`src/rtl/fx2_wr_ctrl_if.sv`:
```
// Stream, marker and FX2 slave-FIFO write-side signals of fx2_wr_ctrl.
// slave = the write controller, master = the surrounding capture/FX2 logic.
interface fx2_wr_ctrl_if;
  logic [15:0] s_data_i;
  logic        s_valid_i;
  logic        s_ready_o;
  logic [15:0] m_data_i;
  logic        m_req_i;
  logic        m_ack_o;
  logic        full_n_i;
  logic        slwr_o;
  logic        pktend_o;
  logic [15:0] fd_o;

  modport slave (
    input  s_data_i, s_valid_i, m_data_i, m_req_i, full_n_i,
    output s_ready_o, m_ack_o, slwr_o, pktend_o, fd_o
  );

  modport master (
    output s_data_i, s_valid_i, m_data_i, m_req_i, full_n_i,
    input  s_ready_o, m_ack_o, slwr_o, pktend_o, fd_o
  );
endinterface

```
`src/rtl/fx2_wr_ctrl.sv`:
```
// FX2 slave-FIFO write controller: merges stream and marker words into FX2
// packets, committing short packets on flush, idle timeout or enable drop.
module fx2_wr_ctrl #(
  parameter int unsigned PKT_WORDS    = 256,
  parameter int unsigned IDLE_TIMEOUT = 1024
) (
  input  logic               clk_i,
  input  logic               reset_i,
  input  logic               enable_i,
  input  logic               flush_i,
  fx2_wr_ctrl_if.slave       bus,
  output logic [15:0]        pkt_count_o,
  output logic               busy_o
);

  localparam int unsigned CW = (PKT_WORDS > 1) ? $clog2(PKT_WORDS) : 1;
  localparam logic [CW-1:0] LAST_WORD = CW'(PKT_WORDS - 1);
  localparam logic [15:0]   IDLE_HIT  = 16'(IDLE_TIMEOUT - 1);

  typedef enum logic {RUN, FLUSH} state_t;

  state_t        state, state_nx;
  logic [CW-1:0] word_cnt, word_cnt_nx;
  logic [15:0]   idle_cnt, idle_cnt_nx;
  logic [15:0]   pkt_cnt_nx;
  logic          marker_last, marker_last_nx;
  logic          enable_q;

  logic          wr;
  logic          sel_stream;
  logic          pktend;
  logic          pending;
  logic          at_last;
  logic          en_fall;
  logic          flush_req;

  always_ff @(posedge clk_i or posedge reset_i) begin
    if (reset_i) begin
      state       <= RUN;
      word_cnt    <= '0;
      idle_cnt    <= '0;
      pkt_count_o <= '0;
      marker_last <= 1'b0;
      enable_q    <= 1'b0;
    end else begin
      state       <= state_nx;
      word_cnt    <= word_cnt_nx;
      idle_cnt    <= idle_cnt_nx;
      pkt_count_o <= pkt_cnt_nx;
      marker_last <= marker_last_nx;
      enable_q    <= enable_i;
    end
  end

  always_comb begin
    state_nx       = state;
    word_cnt_nx    = word_cnt;
    idle_cnt_nx    = idle_cnt;
    pkt_cnt_nx     = pkt_count_o;
    marker_last_nx = marker_last;
    wr             = 1'b0;
    sel_stream     = 1'b0;
    pktend         = 1'b0;
    flush_req      = 1'b0;
    pending        = (word_cnt != '0);
    at_last        = (word_cnt == LAST_WORD);
    en_fall        = enable_q & ~enable_i;

    unique case (state)
      RUN: begin
        if (!reset_i && enable_i && bus.full_n_i && (bus.m_req_i || bus.s_valid_i)) begin
          wr = 1'b1;
          // Marker has priority, but a marker never follows a marker while stream data waits.
          sel_stream = bus.s_valid_i && (!bus.m_req_i || marker_last);
        end
        flush_req = pending && (flush_i || (idle_cnt == IDLE_HIT) || en_fall);

        if (wr) begin
          marker_last_nx = ~sel_stream;
          if (at_last) begin
            word_cnt_nx = '0;
            pkt_cnt_nx  = pkt_count_o + 16'd1;
          end else begin
            word_cnt_nx = word_cnt + 1'b1;
          end
        end

        if (wr || !pending)
          idle_cnt_nx = '0;
        else if (idle_cnt != '1)
          idle_cnt_nx = idle_cnt + 16'd1;

        // A wrapping write already committed the packet, so there is nothing left to flush.
        if (flush_req && !(wr && at_last))
          state_nx = FLUSH;
      end

      FLUSH: begin
        if (!reset_i && bus.full_n_i) begin
          pktend      = 1'b1;
          word_cnt_nx = '0;
          idle_cnt_nx = '0;
          pkt_cnt_nx  = pkt_count_o + 16'd1;
          state_nx    = RUN;
        end
      end
    endcase
  end

  assign bus.slwr_o    = wr;
  assign bus.pktend_o  = pktend;
  assign bus.s_ready_o = wr & sel_stream;
  assign bus.m_ack_o   = wr & ~sel_stream;
  assign bus.fd_o      = !wr ? '0 : (sel_stream ? bus.s_data_i : bus.m_data_i);
  assign busy_o        = pending || (state == FLUSH);

  a_strobe_excl: assert property (@(posedge clk_i) disable iff (reset_i)
    !(bus.slwr_o && bus.pktend_o));
  a_strobe_full: assert property (@(posedge clk_i) disable iff (reset_i)
    (bus.slwr_o || bus.pktend_o) |-> bus.full_n_i);
  a_ack_excl: assert property (@(posedge clk_i) disable iff (reset_i)
    !(bus.s_ready_o && bus.m_ack_o));

endmodule

```
`src/flat_wrapper.sv`:
```
// flat-port wrapper written by rule: the top's interface ports become plain ports
module fx2_wr_ctrl_flat 
#(
  parameter int unsigned PKT_WORDS    = 256,
  parameter int unsigned IDLE_TIMEOUT = 1024
)
  (clk_i, reset_i, enable_i, flush_i, pkt_count_o, busy_o, bus_s_data_i, bus_s_valid_i, bus_m_data_i, bus_m_req_i, bus_full_n_i, bus_s_ready_o, bus_m_ack_o, bus_slwr_o, bus_pktend_o, bus_fd_o);
  fx2_wr_ctrl_if bus_i ();
  input  logic clk_i;
  input  logic reset_i;
  input  logic enable_i;
  input  logic flush_i;
  output logic [15:0] pkt_count_o;
  output logic busy_o;
  input wire logic [$bits(bus_i.s_data_i)-1:0] bus_s_data_i;
  input wire logic [$bits(bus_i.s_valid_i)-1:0] bus_s_valid_i;
  input wire logic [$bits(bus_i.m_data_i)-1:0] bus_m_data_i;
  input wire logic [$bits(bus_i.m_req_i)-1:0] bus_m_req_i;
  input wire logic [$bits(bus_i.full_n_i)-1:0] bus_full_n_i;
  output wire logic [$bits(bus_i.s_ready_o)-1:0] bus_s_ready_o;
  output wire logic [$bits(bus_i.m_ack_o)-1:0] bus_m_ack_o;
  output wire logic [$bits(bus_i.slwr_o)-1:0] bus_slwr_o;
  output wire logic [$bits(bus_i.pktend_o)-1:0] bus_pktend_o;
  output wire logic [$bits(bus_i.fd_o)-1:0] bus_fd_o;
  assign bus_i.s_data_i = bus_s_data_i;
  assign bus_i.s_valid_i = bus_s_valid_i;
  assign bus_i.m_data_i = bus_m_data_i;
  assign bus_i.m_req_i = bus_m_req_i;
  assign bus_i.full_n_i = bus_full_n_i;
  assign bus_s_ready_o = bus_i.s_ready_o;
  assign bus_m_ack_o = bus_i.m_ack_o;
  assign bus_slwr_o = bus_i.slwr_o;
  assign bus_pktend_o = bus_i.pktend_o;
  assign bus_fd_o = bus_i.fd_o;
  fx2_wr_ctrl #(.PKT_WORDS(PKT_WORDS), .IDLE_TIMEOUT(IDLE_TIMEOUT)) u_core (.clk_i(clk_i), .reset_i(reset_i), .enable_i(enable_i), .flush_i(flush_i), .bus(bus_i), .pkt_count_o(pkt_count_o), .busy_o(busy_o));
endmodule
```
`config.mk`:
```
export PLATFORM = sky130hd
export DESIGN_NAME = fx2_wr_ctrl_flat
export DESIGN_NICKNAME = d
export VERILOG_FILES = /design/src/rtl/fx2_wr_ctrl_if.sv /design/src/rtl/fx2_wr_ctrl.sv /design/src/flat_wrapper.sv
export SDC_FILE = /design/constraint.sdc
export NUM_CORES = 1
export LEC_CHECK = 0
export CORE_MARGIN = 2
export CORE_UTILIZATION = 51
export DETAILED_ROUTE_END_ITERATION = 6
export PLACE_DENSITY = 0.86
export SETUP_SLACK_MARGIN = 0.02
export SLEW_MARGIN = 20
export SYNTH_ARGS = -nofsm -noshare
export SYNTH_HDL_FRONTEND = slang
export SYNTH_SLANG_ARGS = --single-unit
export TNS_END_PERCENT = 100
```
`constraint.sdc`:
```
create_clock -name clk_i -period 4.89 [get_ports clk_i]
set_clock_uncertainty 0.1 [all_clocks]
set_input_delay 1.467 -clock clk_i [delete_from_list [all_inputs] [get_ports clk_i]]
set_output_delay 1.467 -clock clk_i [all_outputs]
set_load 0.01 [all_outputs]
```
Word level (Yosys, flattened, before mapping)

Cells that the tools add are included.

Add/sub/neg operators: 3
Equal/unequal tests: 7
Multiplexer cells: 25
Bitwise logic cells: 7
Reductions and logical operators: 23

Operators with widths:

| operator                                                                | count |
|---|---|
| 16-bit two-way mux                                                      | 8 |
| 16-bit one-hot mux with 2 select lines                                  | 2 |
| 16-bit by 1-bit adder with 16-bit output, second input constant         | 2 |
| 8-bit two-way mux                                                       | 3 |
| 16-bit by 10-bit equality test with 1-bit output, second input constant | 1 |
| 16-bit inequality test, second input constant                           | 1 |
| 8-bit one-hot mux with 2 select lines                                   | 1 |
| 1-bit two-way mux                                                       | 10 |
| 8-bit by 1-bit adder with 8-bit output, second input constant           | 1 |
| 8-bit equality test, second input constant                              | 1 |
| 1-bit logical AND                                                       | 8 |
| 8-bit nonzero test                                                      | 1 |
| 1-bit logical OR                                                        | 6 |
| 2-bit AND reduction                                                     | 3 |
| 1-bit logical NOT                                                       | 4 |
| 2-bit inequality test, second input constant                            | 2 |
| 1-bit NOT                                                               | 4 |
| 1-bit bitwise AND                                                       | 3 |
| 3-bit by 1-bit inequality test with 1-bit output, second input constant | 1 |
| 3-bit AND reduction                                                     | 1 |
| 2-bit by 1-bit inequality test with 1-bit output, second input constant | 1 |
| 1-bit one-hot mux with 2 select lines                                   | 1 |

Register bits: 43
Input bits: 39
Output and inout port bits: 37
Word-level logic and storage cells: 71

Longest topological paths before layout

Depth after elaboration: 11
Mapped depth: 8
Gate-level depth less buffers: 7

Worst setup path before layout

Ideal clock, no wire load.

Path type: input to output
From: input port reset_i
To: output port bus_fd_o[10]
Data arrival time: 2.607 ns
Required time: 3.323 ns
Slack: 0.716 ns
Cell stages on the path: 6
Path buffers: 2
Cells stage by stage: and3b_1 -> and2_1 -> clkbuf_1 -> nand2_1 -> clkbuf_1 -> a21oi_1

Longest elaborated chain between the ends: 9
Elaborated cells on any way between the ends: 12
Classes of those cells: mux (8); reduce/logical (4)

Ends and longest elaborated chain:

| item                              | RTL line           | text |
|---|---|---|
| start, declared                   | flat_wrapper.sv:10 | `input logic reset_i;` |
| 1-bit logical NOT *               | fx2_wr_ctrl.sv:71  | `if (!reset_i && enable_i && bus.full_n_i && (bus.m_req_i \|\| bus.s_valid_i)) begin` |
| 1-bit logical AND * (3 in series) | fx2_wr_ctrl.sv:71  |  |
| 1-bit two-way mux                 | fx2_wr_ctrl.sv:71  |  |
| 1-bit two-way mux (2 in series)   | fx2_wr_ctrl.sv:69  | `unique case (state)` |
| 16-bit two-way mux                | fx2_wr_ctrl.sv:114 | `assign bus.fd_o = !wr ? '0 : (sel_stream ? bus.s_data_i : bus.m_data_i);` |
| 16-bit two-way mux *              | fx2_wr_ctrl.sv:114 |  |
| end, declared                     | flat_wrapper.sv:24 | `output wire logic [$bits(bus_i.fd_o)-1:0] bus_fd_o;` |

Mark *: on every way between the ends. The rest lies on a longest branch, timed or not. The select of a mux whose other input is x is not followed.

Worst setup path in the final report

From: input port bus_s_valid_i
To: output port bus_slwr_o

Longest elaborated chain between the ends: 5

Ends and longest elaborated chain:

| item                            | RTL line           | text |
|---|---|---|
| start, declared                 | flat_wrapper.sv:16 | `input wire logic [$bits(bus_i.s_valid_i)-1:0] bus_s_valid_i;` |
| 1-bit logical OR                | fx2_wr_ctrl.sv:71  |  |
| 1-bit logical AND               | fx2_wr_ctrl.sv:71  |  |
| 1-bit two-way mux               | fx2_wr_ctrl.sv:71  |  |
| 1-bit two-way mux (2 in series) | fx2_wr_ctrl.sv:69  |  |
| end, declared                   | flat_wrapper.sv:22 | `output wire logic [$bits(bus_i.slwr_o)-1:0] bus_slwr_o;` |

No other way between the ends. The select of a mux whose other input is x is not followed.

==> impl_metrics.csv <==
group,metric,value,unit
global_routing,grt_use_total,24.63,%
global_routing,grt_max_degree,44,
yosys,synth_top_area_share,42.41,%
cts,htreeDepth,2,
power,irDropWorstVdd,0.0002049,V
critical_path,cp_slowest_cell,"clkdlybuf4s50_1",
critical_path,cp_max_fo,15,
sta,period_share,92.05,%
sta,max_freq,222.2,MHz
global_routing,antenna_found_initial,0,
sta,tightestPinTransition,0.6516,ns
place,io_buffers,75,
sta,hold_violations,0,
global_routing,grt_pass1_wl,10670,um
routing,postRouteAntennaNets,0,
critical_path,arrival,2.93,ns
floorplanning,die_area,0.005555,mm^2
power,pwr_density_cell,340.1,mW/mm^2
power,power.net_switching,0.4093,mW
place,pre_cts_slack,0.05126,ns
yosys,synthArstFlopShare,100.0,%
critical_path,critical_path.top_delay_family,"buffers and inverters",
place,dp_hpwl,4651,um
floorplanning,die_h,74.54,um
cts,clkLatencyLatePin,0.30,ns
routing,via_count,2524,
run,cap_violations,0,
layout,fin_cells,446,
routing,drtIter0Drc,206,
critical_path,cp.buffers_inverters,4,
floorplanning,initial_core_util,53.37,%
sta,setup_viol,0,
cts,holdBufCountCts,0,
cts,cts-root-buf,"clkbuf_8",
sta,slew_viol_final,0,
yosys,synth_area_leaders,"dfrtp_1 42%, nand2_1 9.0%, a21oi_1 7.5%",
cts,path_clk_slew,0.08,ns
routing,dr.pass1.iters,5,
layout,n_fill_cell,361,
power,p_leak,1.845,nW
yosys,netlist_area,0.002537,mm^2
place,placed_cells,438,
yosys,ys.flop_type,"dfrtp_1",
routing,wirelength,6367,um
yosys,yosysTopAreaCell,"dfrtp_1",
min_path,hold_class,"flip-flop to flip-flop",
yosys,ys_ff_latch,43,
critical_path,cpPeakStageDelay,0.44,ns
global_routing,grt-ovfl-total,0,
critical_path,crit_required,3.32,ns
layout,drive_gt1_share,6.860,%
yosys,synth_cell_types,50,
routing,drc,0,
power,comb_power_share,35.3,%
layout,layout_commonest_cell,"nand2_1",
layout,finalNetCount,421,
global_routing,grt_pass1_vias,2429,
sta,max-slew-margin-rel,56.56,%
cts,clkSinkCount,43,
yosys,synth_seq_area_share,42.41,%
routing,via_per_inst,5.659,
sta,setup_tns,0,ns
sta,worst_slack,0.3887,ns
floorplanning,die_w,74.54,um
power,switching_share,33.74,%
critical_path,critPathLaunchType,"input port",
floorplanning,io_pins,76,
floorplanning,core,0.004755,mm^2
yosys,syn-num-nets,341,
sta,min_period,4.501,ns
cts,numCtsBuffers,5,
layout,mostFrequentLayoutCells,"61 x nand2_1, 56 x clkdlybuf4s50_1, 43 x dfrtp_1, 38 x a21oi_1, 21 x nor2_1",
critical_path,cp_cell_sequence,"clkdlybuf4s50_1, or2_2, and2_1, nand2_1, buf_4, inv_1, dlymetal6s2s_1",
yosys,netlist_instances,298,
power,p_int,0.8039,mW
cts,clockBufferDepth,2,
routing,wire_per_inst,14.28,um
place,routabilityCongestion,0.8404,
sta,rsz0062_at_grt,"no",
yosys,syn_avg_cell_area,8.515,um^2
yosys,synth_edf_count,0,
cts,cts_tree,"built",
layout,syn_to_final_growth,40.58,%
critical_path,crit_path_end_kind,"output pin",
critical_path,path_class,"input port to output pin",
floorplanning,row_count,25,
status,status,"finished clean",
power,seqPwrFrac,37.5,%
layout,antenna_cells,0,
yosys,yosysWarnings,0,
power,clkPwrFrac,27.2,%
power,p_total,1.213,mW
-- cell families after synthesis --
| group | count (synthesis) | synth area share (%) |
|---|---|---|
| simple gates | 133 | 26.53 |
| fa+ha+maj | 4 | 1.972 |
| mux | 2 | 0.7890 |
| flops | 43 | 42.41 |
| xor+xnor | 18 | 6.213 |
| buf+inv | 23 | 3.994 |
| compound gates | 75 | 18.10 |
-- synth_stat cells (2+ instances only) --
library cell,number
nand2_1,61
dfrtp_1,43
a21oi_1,38
nor2_1,21
o21ai_0,14
inv_1,12
xor2_1,11
nand3_1,10
nor3_1,9
nand4_1,7
xnor2_1,7
clkbuf_1,6
a31oi_1,4
and4_1,4
ha_1,4
a22o_1,3
and3_1,3
buf_2,3
o31ai_1,3
or3_1,3
mux2i_1,2
nor4_1,2
-- per-stage QoR --
stage | util (%) | hold WS [ns] | cell area (um^2)
after floorplan | - | 0.3775 | 2537
after global placement | 71.16 | 0.3568 | 3383
after detailed placement | 71.16 | 0.3661 | 3383
after CTS | 74.03 | 0.3767 | 3520
after global routing | 75.03 | 0.3917 | 3567
final | 75.03 | 0.3746 | 3567
-- area by class of cell --
| type | count | area, um^2 | area share, % |
|---|---|---|---|
| Tap cell | 67 | 83.83 | 2.350 |
| Sequential cell | 43 | 1076 | 30.16 |
| Timing Repair Buffer | 84 | 865.8 | 24.27 |
| Clock buffer | 5 | 68.82 | 1.929 |
| Clock inverter | 3 | 67.56 | 1.894 |
| Inverter | 12 | 45.04 | 1.263 |
| Multi-Input combinational cell | 232 | 1360 | 38.13 |
-- routing by layer --
| metal | track usage (%) | vias up | wire [um] |
|---|---|---|---|
| met3 | 7.046 | 8 | 476 |
| met2 | 42.67 | 120 | 3258 |
| li1 | - | 1208 | - |
| met5 | 0 | - | 0 |
| met1 | 29.27 | 1188 | 2549 |
| met4 | 8.532 | 0 | 82 |
-- power by group through the flow --
stage                     combinational [mW]  sequential (mW)  clock (mW)
after floorplan                        0.272            0.454           0
after global placement                 0.415            0.460           0
after detailed placement               0.426            0.461           0
after CTS                              0.431            0.454       0.333
after global routing                   0.475            0.464       0.348
final                                  0.428            0.455       0.330
-- worst paths after layout --
kind                                   startpoint                      to  slack [ns]  cells after the start
max reg2reg                    u_core.word_cnt[0]      u_core.idle_cnt[5]        2.55                      7
max                                 bus_s_valid_i              bus_slwr_o        0.39                      7
min                        u_core.pkt_count_o[15]  u_core.pkt_count_o[15]        0.37                      1
min in group asynchronous                 reset_i      u_core.word_cnt[5]        1.62                      3
min reg2reg                u_core.pkt_count_o[15]  u_core.pkt_count_o[15]        0.37                      1
max in group asynchronous                 reset_i      u_core.idle_cnt[5]        2.70                      3
-- sequential cells by signal, summed over array words and instances (netlist names) --
register and cells:
u_core.pkt_count_o 16, u_core.enable_q 1, u_core.marker_last 1, u_core.word_cnt 8, u_core.state 1, u_core.idle_cnt 16
-- repair_timing --
action | CTS | global route
endpoints found under the hold margin | 0 | 0
endpoints found under the setup margin | 0 | 19
resized for setup | 0 | 19
setup buffers | 0 | 0
Power figures use the tool's default switching activity.
